File: src/rtl/cpu_program_sequencer_if.sv
// Bus bundle between the program sequencer and its neighbours: the
// valid/ready load channel feeding instruction words in, and the
// instruction bus driven toward the accumulator CPU core.
interface cpu_program_sequencer_if;
  logic        load_valid;
  logic        load_ready;
  logic [11:0] load_word;
  logic [3:0]  cpu_opcode;
  logic [3:0]  cpu_data;
  logic [3:0]  cpu_addr;
  logic        cpu_we;

  // Producer of load words / consumer of the CPU instruction bus.
  modport master (
    output load_valid, load_word,
    input  load_ready, cpu_opcode, cpu_data, cpu_addr, cpu_we
  );

  // The sequencer itself.
  modport slave (
    input  load_valid, load_word,
    output load_ready, cpu_opcode, cpu_data, cpu_addr, cpu_we
  );
endinterface

File: src/rtl/cpu_program_sequencer.sv
// Program sequencer for the 4-bit accumulator CPU core.
// Buffers up to DEPTH 12-bit instruction words ({opcode,data,addr}) and,
// on start, issues them in order, holding each for HOLD cycles followed by
// one NOP gap cycle. A HALT opcode (4'hF) or the end of the program ends
// the run in DONE.
// Optional feature macro: CPU_SEQ_LOOP_EN -- when defined, end of program
// or HALT wraps back to slot 0 and the run continues until stop.
module cpu_program_sequencer #(
  parameter int DEPTH = 16,
  parameter int HOLD  = 3,
  parameter int PC_W  = 4
) (
  input  logic                   clk,
  input  logic                   rst,
  cpu_program_sequencer_if.slave bus,
  input  logic                   start,
  input  logic                   stop,
  input  logic                   clear,
  output logic                   issue_strobe,
  output logic [PC_W-1:0]        pc,
  output logic [PC_W:0]          prog_len,
  output logic                   busy,
  output logic                   done
);
  localparam int         CNT_W    = $clog2(HOLD);
  localparam logic [3:0] OP_NOP   = 4'hF;
  localparam logic [3:0] OP_STORE = 4'h2;

  typedef enum logic [1:0] {ST_IDLE, ST_HOLD, ST_GAP, ST_DONE} state_t;

  state_t            state_q, state_d;
  logic [PC_W-1:0]   pc_q, pc_d;
  logic [PC_W:0]     len_q, len_d;
  logic [CNT_W-1:0]  cnt_q, cnt_d;
  logic [3:0]        op_q, op_d, data_q, data_d, addr_q, addr_d;
  logic              we_q, we_d, strobe_q, strobe_d, busy_q, busy_d, done_q, done_d;

  logic [11:0]       mem_q [DEPTH];

  logic              load_ready_w, load_fire;
  logic [PC_W:0]     pc_inc;
  logic [PC_W-1:0]   fetch_pc, issue_pc;
  logic              fetch_end, fetch_halt, do_fetch, go_idle, issue_en;
  logic [11:0]       fetch_word, issue_word;

  // Load handshake: only accept words while not running and not full.
  always_comb begin
    load_ready_w = ((state_q == ST_IDLE) || (state_q == ST_DONE)) &&
                   (len_q < (PC_W+1)'(DEPTH));
    load_fire    = bus.load_valid && load_ready_w;
  end

  // Program buffer; contents are deliberately left unreset.
  always_ff @(posedge clk) begin
    if (load_fire) mem_q[len_q[PC_W-1:0]] <= bus.load_word;
  end

  // Fetch address/word: slot 0 on start, pc+1 out of GAP. A word being
  // loaded in the start cycle is forwarded so it can be issued at once.
  always_comb begin
    pc_inc = {1'b0, pc_q} + (PC_W+1)'(1);
    if (state_q == ST_GAP) begin
      fetch_pc  = pc_inc[PC_W-1:0];
      fetch_end = (pc_inc == len_q);
    end else begin
      fetch_pc  = '0;
      fetch_end = 1'b0;
    end
    fetch_word = (load_fire && (fetch_pc == len_q[PC_W-1:0])) ? bus.load_word
                                                              : mem_q[fetch_pc];
    fetch_halt = (fetch_word[11:8] == OP_NOP);
  end

  // Next-state and next-output computation for the sequencing FSM.
  always_comb begin
    state_d    = state_q;
    pc_d       = pc_q;
    len_d      = len_q;
    cnt_d      = cnt_q;
    op_d       = op_q;
    data_d     = data_q;
    addr_d     = addr_q;
    we_d       = we_q;
    strobe_d   = 1'b0;
    busy_d     = busy_q;
    done_d     = done_q;
    do_fetch   = 1'b0;
    go_idle    = 1'b0;
    issue_en   = 1'b0;
    issue_pc   = fetch_pc;
    issue_word = fetch_word;

    unique case (state_q)
      ST_IDLE, ST_DONE: begin
        if (clear) begin
          state_d = ST_IDLE;
          pc_d    = '0;
          len_d   = '0;
          done_d  = 1'b0;
        end else begin
          if (load_fire) begin
            len_d   = len_q + (PC_W+1)'(1);
            state_d = ST_IDLE;
            done_d  = 1'b0;
          end
          if (start && !stop && (len_d != '0)) do_fetch = 1'b1;
        end
      end
      ST_HOLD: begin
        if (stop) begin
          go_idle = 1'b1;
        end else if (cnt_q == CNT_W'(HOLD-1)) begin
          state_d = ST_GAP;
          op_d    = OP_NOP;
          we_d    = 1'b0;
        end else begin
          cnt_d = cnt_q + CNT_W'(1);
        end
      end
      ST_GAP: begin
        if (stop) go_idle = 1'b1;
        else      do_fetch = 1'b1;
      end
      default: go_idle = 1'b1;
    endcase

    if (do_fetch) begin
      if (!(fetch_end || fetch_halt)) begin
        issue_en = 1'b1;
      end else begin
`ifdef CPU_SEQ_LOOP_EN
        // Wrap to slot 0; a HALT there leaves nothing runnable, so park.
        pc_d = '0;
        if (mem_q[0][11:8] != OP_NOP) begin
          issue_en   = 1'b1;
          issue_pc   = '0;
          issue_word = mem_q[0];
        end else begin
          go_idle = 1'b1;
        end
`else
        state_d = ST_DONE;
        pc_d    = fetch_pc;
        op_d    = OP_NOP;
        data_d  = '0;
        addr_d  = '0;
        we_d    = 1'b0;
        busy_d  = 1'b0;
        done_d  = 1'b1;
`endif
      end
    end

    if (go_idle) begin
      state_d = ST_IDLE;
      op_d    = OP_NOP;
      data_d  = '0;
      addr_d  = '0;
      we_d    = 1'b0;
      busy_d  = 1'b0;
      done_d  = 1'b0;
    end

    if (issue_en) begin
      state_d  = ST_HOLD;
      pc_d     = issue_pc;
      op_d     = issue_word[11:8];
      data_d   = issue_word[7:4];
      addr_d   = issue_word[3:0];
      we_d     = (issue_word[11:8] == OP_STORE);
      strobe_d = 1'b1;
      cnt_d    = '0;
      busy_d   = 1'b1;
      done_d   = 1'b0;
    end
  end

  // State and registered outputs; reset drives the CPU bus to NOP at once.
  always_ff @(posedge clk or posedge rst) begin
    if (rst) begin
      state_q  <= ST_IDLE;
      pc_q     <= '0;
      len_q    <= '0;
      cnt_q    <= '0;
      op_q     <= OP_NOP;
      data_q   <= '0;
      addr_q   <= '0;
      we_q     <= 1'b0;
      strobe_q <= 1'b0;
      busy_q   <= 1'b0;
      done_q   <= 1'b0;
    end else begin
      state_q  <= state_d;
      pc_q     <= pc_d;
      len_q    <= len_d;
      cnt_q    <= cnt_d;
      op_q     <= op_d;
      data_q   <= data_d;
      addr_q   <= addr_d;
      we_q     <= we_d;
      strobe_q <= strobe_d;
      busy_q   <= busy_d;
      done_q   <= done_d;
    end
  end

  assign bus.load_ready = load_ready_w;
  assign bus.cpu_opcode = op_q;
  assign bus.cpu_data   = data_q;
  assign bus.cpu_addr   = addr_q;
  assign bus.cpu_we     = we_q;
  assign issue_strobe   = strobe_q;
  assign pc             = pc_q;
  assign prog_len       = len_q;
  assign busy           = busy_q;
  assign done           = done_q;
endmodule

File: src/flat_wrapper.sv
// flat-port wrapper written by rule: the top's interface ports become plain ports
module cpu_program_sequencer_flat 
#(
  parameter int DEPTH = 16,
  parameter int HOLD  = 3,
  parameter int PC_W  = 4
)
  (clk, rst, start, stop, clear, issue_strobe, pc, prog_len, busy, done, bus_load_valid, bus_load_word, bus_load_ready, bus_cpu_opcode, bus_cpu_data, bus_cpu_addr, bus_cpu_we);
  cpu_program_sequencer_if bus_i ();
  input  logic clk;
  input  logic rst;
  input  logic start;
  input  logic stop;
  input  logic clear;
  output logic issue_strobe;
  output logic [PC_W-1:0] pc;
  output logic [PC_W:0] prog_len;
  output logic busy;
  output logic done;
  input wire logic [$bits(bus_i.load_valid)-1:0] bus_load_valid;
  input wire logic [$bits(bus_i.load_word)-1:0] bus_load_word;
  output wire logic [$bits(bus_i.load_ready)-1:0] bus_load_ready;
  output wire logic [$bits(bus_i.cpu_opcode)-1:0] bus_cpu_opcode;
  output wire logic [$bits(bus_i.cpu_data)-1:0] bus_cpu_data;
  output wire logic [$bits(bus_i.cpu_addr)-1:0] bus_cpu_addr;
  output wire logic [$bits(bus_i.cpu_we)-1:0] bus_cpu_we;
  assign bus_i.load_valid = bus_load_valid;
  assign bus_i.load_word = bus_load_word;
  assign bus_load_ready = bus_i.load_ready;
  assign bus_cpu_opcode = bus_i.cpu_opcode;
  assign bus_cpu_data = bus_i.cpu_data;
  assign bus_cpu_addr = bus_i.cpu_addr;
  assign bus_cpu_we = bus_i.cpu_we;
  cpu_program_sequencer #(.DEPTH(DEPTH), .HOLD(HOLD), .PC_W(PC_W)) u_core (.clk(clk), .rst(rst), .bus(bus_i), .start(start), .stop(stop), .clear(clear), .issue_strobe(issue_strobe), .pc(pc), .prog_len(prog_len), .busy(busy), .done(done));
endmodule
File: config.mk
export PLATFORM = sky130hd
export DESIGN_NAME = cpu_program_sequencer_flat
export DESIGN_NICKNAME = d
export VERILOG_FILES = /design/src/rtl/cpu_program_sequencer_if.sv /design/src/rtl/cpu_program_sequencer.sv /design/src/flat_wrapper.sv
export SDC_FILE = /design/constraint.sdc
export NUM_CORES = 1
export LEC_CHECK = 0
export BUFFER_PORTS_ARGS = -buffer_cell sky130_fd_sc_hd__buf_2
export CAP_MARGIN = 20
export CORE_MARGIN = 8
export CORE_UTILIZATION = 35
export DETAILED_ROUTE_END_ITERATION = 8
export PLACE_DENSITY = 0.46
export RECOVER_POWER = 25
export SLEW_MARGIN = 25
export SYNTH_ARGS = -nofsm -noshare
export SYNTH_HDL_FRONTEND = slang
export SYNTH_SLANG_ARGS = --single-unit
File: constraint.sdc
create_clock -name clk -period 3.2 [get_ports clk]
set_input_delay 0.48 -clock clk [delete_from_list [all_inputs] [get_ports clk]]
set_output_delay 0.48 -clock clk [all_outputs]
set_load 0.02 [all_outputs]
==> impl_metrics.json, run 1 <==
{
  "status": "finished clean",
  "die_x_um": 180,
  "mappedNetlistNets": 669,
  "area_delta_synth_final_pct": 17.5,
  "tightestPinTransition_ns": 0.825,
  "synthArstFlopShare_pct": 13.1,
  "fin_nets": 743,
  "path_max_fanout": 34,
  "clk_pin_slew_worst_paths_ns": 0.06,
  "ys_warn_count": 0,
  "synth_edf_count": 192,
  "skew_ns": 0.0101,
  "yosysUniqueCellTypes": 56,
  "io_pins": 44,
  "drt_iter0_markers": 395,
  "irDropWorstVdd_v": 0.000336,
  "wl_per_cell_um": 21.8,
  "report.final.hold_viol_count": 0,
  "rows": 60,
  "maxSlewHeadroom_pct": 45.0,
  "num-fill-cells": 2392,
  "p_per_area_mw_per_mm2": 772,
  "drcViolationCount": 0,
  "synth.most_common_cell": "edfxtp_1",
  "clock_sinks": 221,
  "track_usage_pct": 14.2,
  "diodes": 0,
  "synth_top_flop_cell": "edfxtp_1",
  "die_h_um": 180,
  "seqCellArea_mm2": 0.00650,
  "rsz0062_at_grt": "no",
  "cts_tree": "done",
  "synth_top_area_cell": "edfxtp_1",
  "drt-total-wl_um": 23400,
  "synth_seq_cells": 221,
  "multiInputGateArea_mm2": 0.00273,
  "vias": 5719,
  "post-dp-hpwl_um": 15500,
  "cts.repair.resized": 0,
  "hp-class": "in2async",
  "ys_seq_area_share_pct": 69.0,
  "total_power_mw": 8.54,
  "yosysTopAreaCellShare_pct": 61.2,
  "grt_pass1_wl_um": 36100,
  "synth_area_leaders": "edfxtp_1 (61%), dfrtp_1 (6.6%), a211oi_1 (2.6%)",
  "grt_start_max_net_pins": 40,
  "fin_crit_ns": 3.03,
  "startpoint_type": "register",
  "netlist_instances": 642,
  "drv_slew": 0,
  "period_share_pct": 94.7,
  "netlist_top_cells_count": "edfxtp_1 (192), nand2_1 (48), clkbuf_1 (34)",
  "syn_area_mm2": 0.00942,
  "clock_path_buffers": 3,
  "clock_latency_ns": 0.53,
  "root_buffer": "clkbuf_16",
  "htree_levels": 1,
  "fmax_ghz": 0.330,
  "setup_viol": 0,
  "portBuffers": 43,
  "antenna_found_initial": 0,
  "drive_above_1_share_pct": 21.0,
  "critical_path_class": "reg2reg",
  "arrival_ns": 3.47,
  "worstPathRequired_ns": 3.64,
  "cp-end-kind": "register",
  "overflow": 0,
  "fin_setup_tns_ns": 0,
  "syn_area_per_cell_um2": 14.7,
  "p_leak_nw": 3.79,
  "first_global_vias": 5949,
  "numCtsBuffers": 25,
  "max_cap_violations": 0,
  "drt.antenna.violating_nets": 0,
  "drtPass1Iterations": 5,
  "coreArea_mm2": 0.0267,
  "place_congestion": 0.773,
  "die-area_mm2": 0.0324,
  "viasPerCell": 5.32,
  "start_util_pct": 35.3
}
## cells by family after synthesis
| family | Yosys count | share of synthesized area, % |
|---|---|---|
| AOI/OAI and AO/OA | 147 | 12.0 |
| xor gates and xnor gates | 11 | 1.02 |
| adders and majority gates | 9 | 1.20 |
| buffers and inverters | 55 | 2.50 |
| DFF | 221 | 69.0 |
| muxes | 41 | 5.81 |
| and+or+nand+nor | 158 | 8.48 |
## cell type report
cell class,count,area share (%)
repair buffers,90,5.38
clock buffers,38,6.28
clock inverters,7,0.701
flip-flops and latches,221,58.7
well taps,341,3.86
inverters,12,0.407
multi-input cells,366,24.7
## state kept, by name, indices dropped and copies added, names as in the netlist
| name | count |
|---|---|
| u_core.mem_q | 192 |
| u_core.prog_len | 5 |
| u_core.state_q | 2 |
| u_core.done | 1 |
| u_core.issue_strobe | 1 |
| u_core.busy | 1 |
| u_core.bus.cpu_opcode | 4 |
| u_core.bus.cpu_we | 1 |
| u_core.bus.cpu_data | 4 |
| u_core.cnt_q | 2 |
| u_core.pc | 4 |
| u_core.bus.cpu_addr | 4 |
## per-stage QoR
step | hold WS [ns] | utilization [%] | cell area [um2] | std cells | setup slack [ns]
6_report | 0.0368 | 41.5 | 11100 | 1075 | 0.170
4_1_cts | 0.0315 | 41.5 | 11100 | 1074 | 0.0966
3_3_place_gp | 0.459 | 38.6 | 10300 | 1029 | 0.207
2_1_floorplan | 0.490 | - | 9420 | 642 | 0.127
5_1_grt | 0.0848 | 41.5 | 11100 | 1075 | 0.00856
3_5_place_dp | 0.492 | 38.6 | 10300 | 1029 | 0.120
## power by group
part	internal, mW	total (mW)	switching (mW)
Sequential	3.38	3.48	0.106
Clock	1.58	2.69	1.10
Combinational	0.930	2.37	1.44
## worst paths after layout
check                      cells past startpoint                            endpoint  slack, ns                     from
min                                            2  u_core.bus.cpu_data[0]$_DFFE_PP0P_       0.04                      rst
min in group clk                               4         u_core.cnt_q[0]$_DFFE_PP0P_       0.36                     stop
min reg2reg                                    1             u_core.busy$_DFFE_PP0P_       0.50  u_core.busy$_DFFE_PP0P_
max reg2reg                                    8         u_core.bus.cpu_we$_DFF_PP0_       0.17   u_core.pc[0]$_DFF_PP0_
max in group asynchronous                      2              u_core.pc[0]$_DFF_PP0_       2.71                      rst
max                                            8         u_core.bus.cpu_we$_DFF_PP0_       0.17   u_core.pc[0]$_DFF_PP0_
## cells in the final DEF, fill, tap and decap left out, types with 6 or more instances in the layout
cell,n
edfxtp_1,192
nand2_1,48
buf_4,44
buf_2,35
a211oi_1,32
nor2_1,31
nand3_1,25
clkbuf_16,25
dfrtp_1,24
o21ai_0,19
clkbuf_1,19
a221oi_1,17
mux2i_1,16
a31oi_1,15
mux2_2,12
nor2b_1,11
inv_1,11
o221ai_1,10
and2_1,10
a311oi_1,9
ha_1,9
mux4_2,8
a22o_1,8
a21o_1,8
nand2b_1,7
xnor2_1,7
o211ai_1,6
## repair_timing
item / 4_1_cts / 5_1_grt
hold buffers: 0 / 0
setup buffers: 0 / 1
setup endpoints to repair: 0 / 12
## worst max-delay path, stage by stage, from the launching register on
cell and delay, ns:
dfrtp_2 0.35, buf_4 0.36, and3_1 0.35, mux2i_4 0.34
xnor2_1 0.13, nor4_4 0.30, mux2_2 0.43, or4b_1 0.51
o22ai_1 0.15
## layer usage
layer  vias to the layer above  GRT usage (%)  part of all wire, %  routed length [um]
met3                        33           3.13                  6.2                1460
met5                         -              0                    0                   0
met1                      2844           18.7                   46               10700
li1                       2674              -                    -                   -
met4                         0           3.31                  1.6                 382
met2                       168           23.5                   47               10900
No activity file was read; power rests on OpenSTA's default activity.
==> inputs of run 2 (changes only) <==
--- a/config.mk
+++ b/config.mk
@@ -12,6 +12,7 @@
 export DETAILED_ROUTE_END_ITERATION = 8
 export PLACE_DENSITY = 0.46
 export RECOVER_POWER = 25
+export REMOVE_ABC_BUFFERS = 1
 export SLEW_MARGIN = 25
 export SYNTH_ARGS = -nofsm -noshare
 export SYNTH_HDL_FRONTEND = slang
==> run 2 against run 1 <==
Effect of this change: critical path depth rose by 1; non-clock buffer count is 1 higher; register-to-register slack about the same; die area stayed put; final cell count is essentially flat; clock skew rose by 0.0030 ns.
==> impl_metrics.json, run 2 (same netlist as run 1, synthesis figures left out) <==
{
  "p_leak_nw": 3.81,
  "clk_pin_slew_worst_paths_ns": 0.06,
  "pre_cts_ws_ns": 0.215,
  "drt-total-wl_um": 24700,
  "drv_slew": 0,
  "die_x_um": 180,
  "grt_start_max_net_pins": 53,
  "htree_levels": 1,
  "die-area_mm2": 0.0324,
  "status": "finished clean",
  "startpoint_type": "register",
  "cts_tree": "done",
  "rsz0062_at_grt": "no",
  "ctsHoldBuffers": 0,
  "drive_above_1_share_pct": 21.6,
  "overflow": 0,
  "viasPerCell": 5.40,
  "post_cts_buffers": 0,
  "diodes": 0,
  "fin_nets": 744,
  "tightestPinTransition_ns": 0.924,
  "root_buffer": "clkbuf_16",
  "cts.repair.resized": 0,
  "cp-end-kind": "register",
  "area_delta_synth_final_pct": 17.9,
  "irDropWorstVdd_v": 0.000468,
  "wl_per_cell_um": 22.9,
  "fmax_ghz": 0.331,
  "critical_path_class": "reg2reg",
  "p_per_area_mw_per_mm2": 780,
  "die_h_um": 180,
  "antenna_found_initial": 0,
  "first_global_vias": 6106,
  "clock_sinks": 221,
  "io_pins": 44,
  "vias": 5811,
  "final.setup.worst_slack_ns": 0.181,
  "arrival_ns": 3.46,
  "drcViolationCount": 0,
  "report.final.hold_viol_count": 0,
  "portBuffers": 43,
  "total_power_mw": 8.66,
  "start_util_pct": 35.3,
  "hp-class": "in2async",
  "layout_commonest_cell": "edfxtp_1",
  "fin_crit_ns": 3.02,
  "clock_path_buffers": 3,
  "grt_pass1_wl_um": 38100,
  "maxSlewHeadroom_pct": 38.3,
  "max_cap_violations": 0,
  "drt_iter0_markers": 512,
  "setup_viol": 0,
  "rows": 60,
  "clock_latency_ns": 0.53,
  "place_congestion": 0.791,
  "drt.antenna.violating_nets": 0,
  "largest_reg_flops": 192,
  "drtPass1Iterations": 5,
  "skew_ns": 0.0132,
  "layout_common_cells": "edfxtp_1 (192), nand2_1 (48), buf_4 (46), buf_2 (35), a211oi_1 (32)",
  "path_max_fanout": 17,
  "track_usage_pct": 15.1,
  "worstPathRequired_ns": 3.64,
  "post-dp-hpwl_um": 16100,
  "period_share_pct": 94.3,
  "coreArea_mm2": 0.0267,
  "numCtsBuffers": 25
}
==> run 2: cell type report <==
| class | instances | area [um2] |
|---|---|---|
| Inverter | 12 | 45.0 |
| Fill cell | 2411 | 15500 |
| Timing Repair Buffer | 91 | 591 |
| Sequential cell | 221 | 6500 |
| Clock buffer | 29 | 641 |
| Clock inverter | 16 | 173 |
| Tap cell | 341 | 427 |
| Multi-Input combinational cell | 366 | 2730 |
==> run 2: power breakdown <==
group | internal (mW) | switching [mW]
Combinational | 0.913 | 1.43
Sequential | 3.38 | 0.111
Clock | 1.68 | 1.15
==> run 2: critical path, stage by stage (launching register included) <==
cell and delay [ns]:
dfrtp_2 0.42, ha_1 0.36, buf_4 0.24, nand2b_1 0.19
nand2_1 0.12, a2bb2oi_1 0.10, nor4_4 0.43, mux2_2 0.43
or4b_1 0.50, o22ai_1 0.15
==> run 2: routing by layer <==
layer  wire (um)  share of wire [%]  up-vias  global-route usage, %
met5           0                  0        -                      0
met4         906                3.7        0                   5.09
met3        1000                4.1       52                   2.70
met2       11300                 46      151                   24.1
met1       11500                 46     2927                   20.6
li1            -                  -     2681                      -
==> run 2: path summary, 6_finish.rpt <==
kind / cells after the start / slack [ns] / from / endpoint
worst max-delay path: 9 / 0.18 / u_core.pc[0]$_DFF_PP0_ / u_core.bus.cpu_we$_DFF_PP0_
worst min-delay path: 2 / 0.14 / rst / u_core.bus.cpu_addr[0]$_DFFE_PP0P_
worst max register to register: 9 / 0.18 / u_core.pc[0]$_DFF_PP0_ / u_core.bus.cpu_we$_DFF_PP0_
worst min register to register: 1 / 0.47 / u_core.busy$_DFFE_PP0P_ / u_core.busy$_DFFE_PP0P_
max in group asynchronous: 3 / 2.29 / rst / u_core.bus.cpu_opcode[0]$_DFF_PP1_
min in group clk: 4 / 0.37 / stop / u_core.cnt_q[0]$_DFFE_PP0P_
==> run 2: stage by stage <==
stage	cell area (um2)	hold slack [ns]	util, %	cells	TNS (ns)
after global routing	11100	0.210	41.7	1076	0
after detailed placement	10300	0.460	38.6	1031	0
after global placement	10300	0.457	38.6	1031	0
after floorplan	9230	0.490	-	599	-47.88
after CTS	11100	0.146	41.7	1076	0
final	11100	0.142	41.7	1076	0
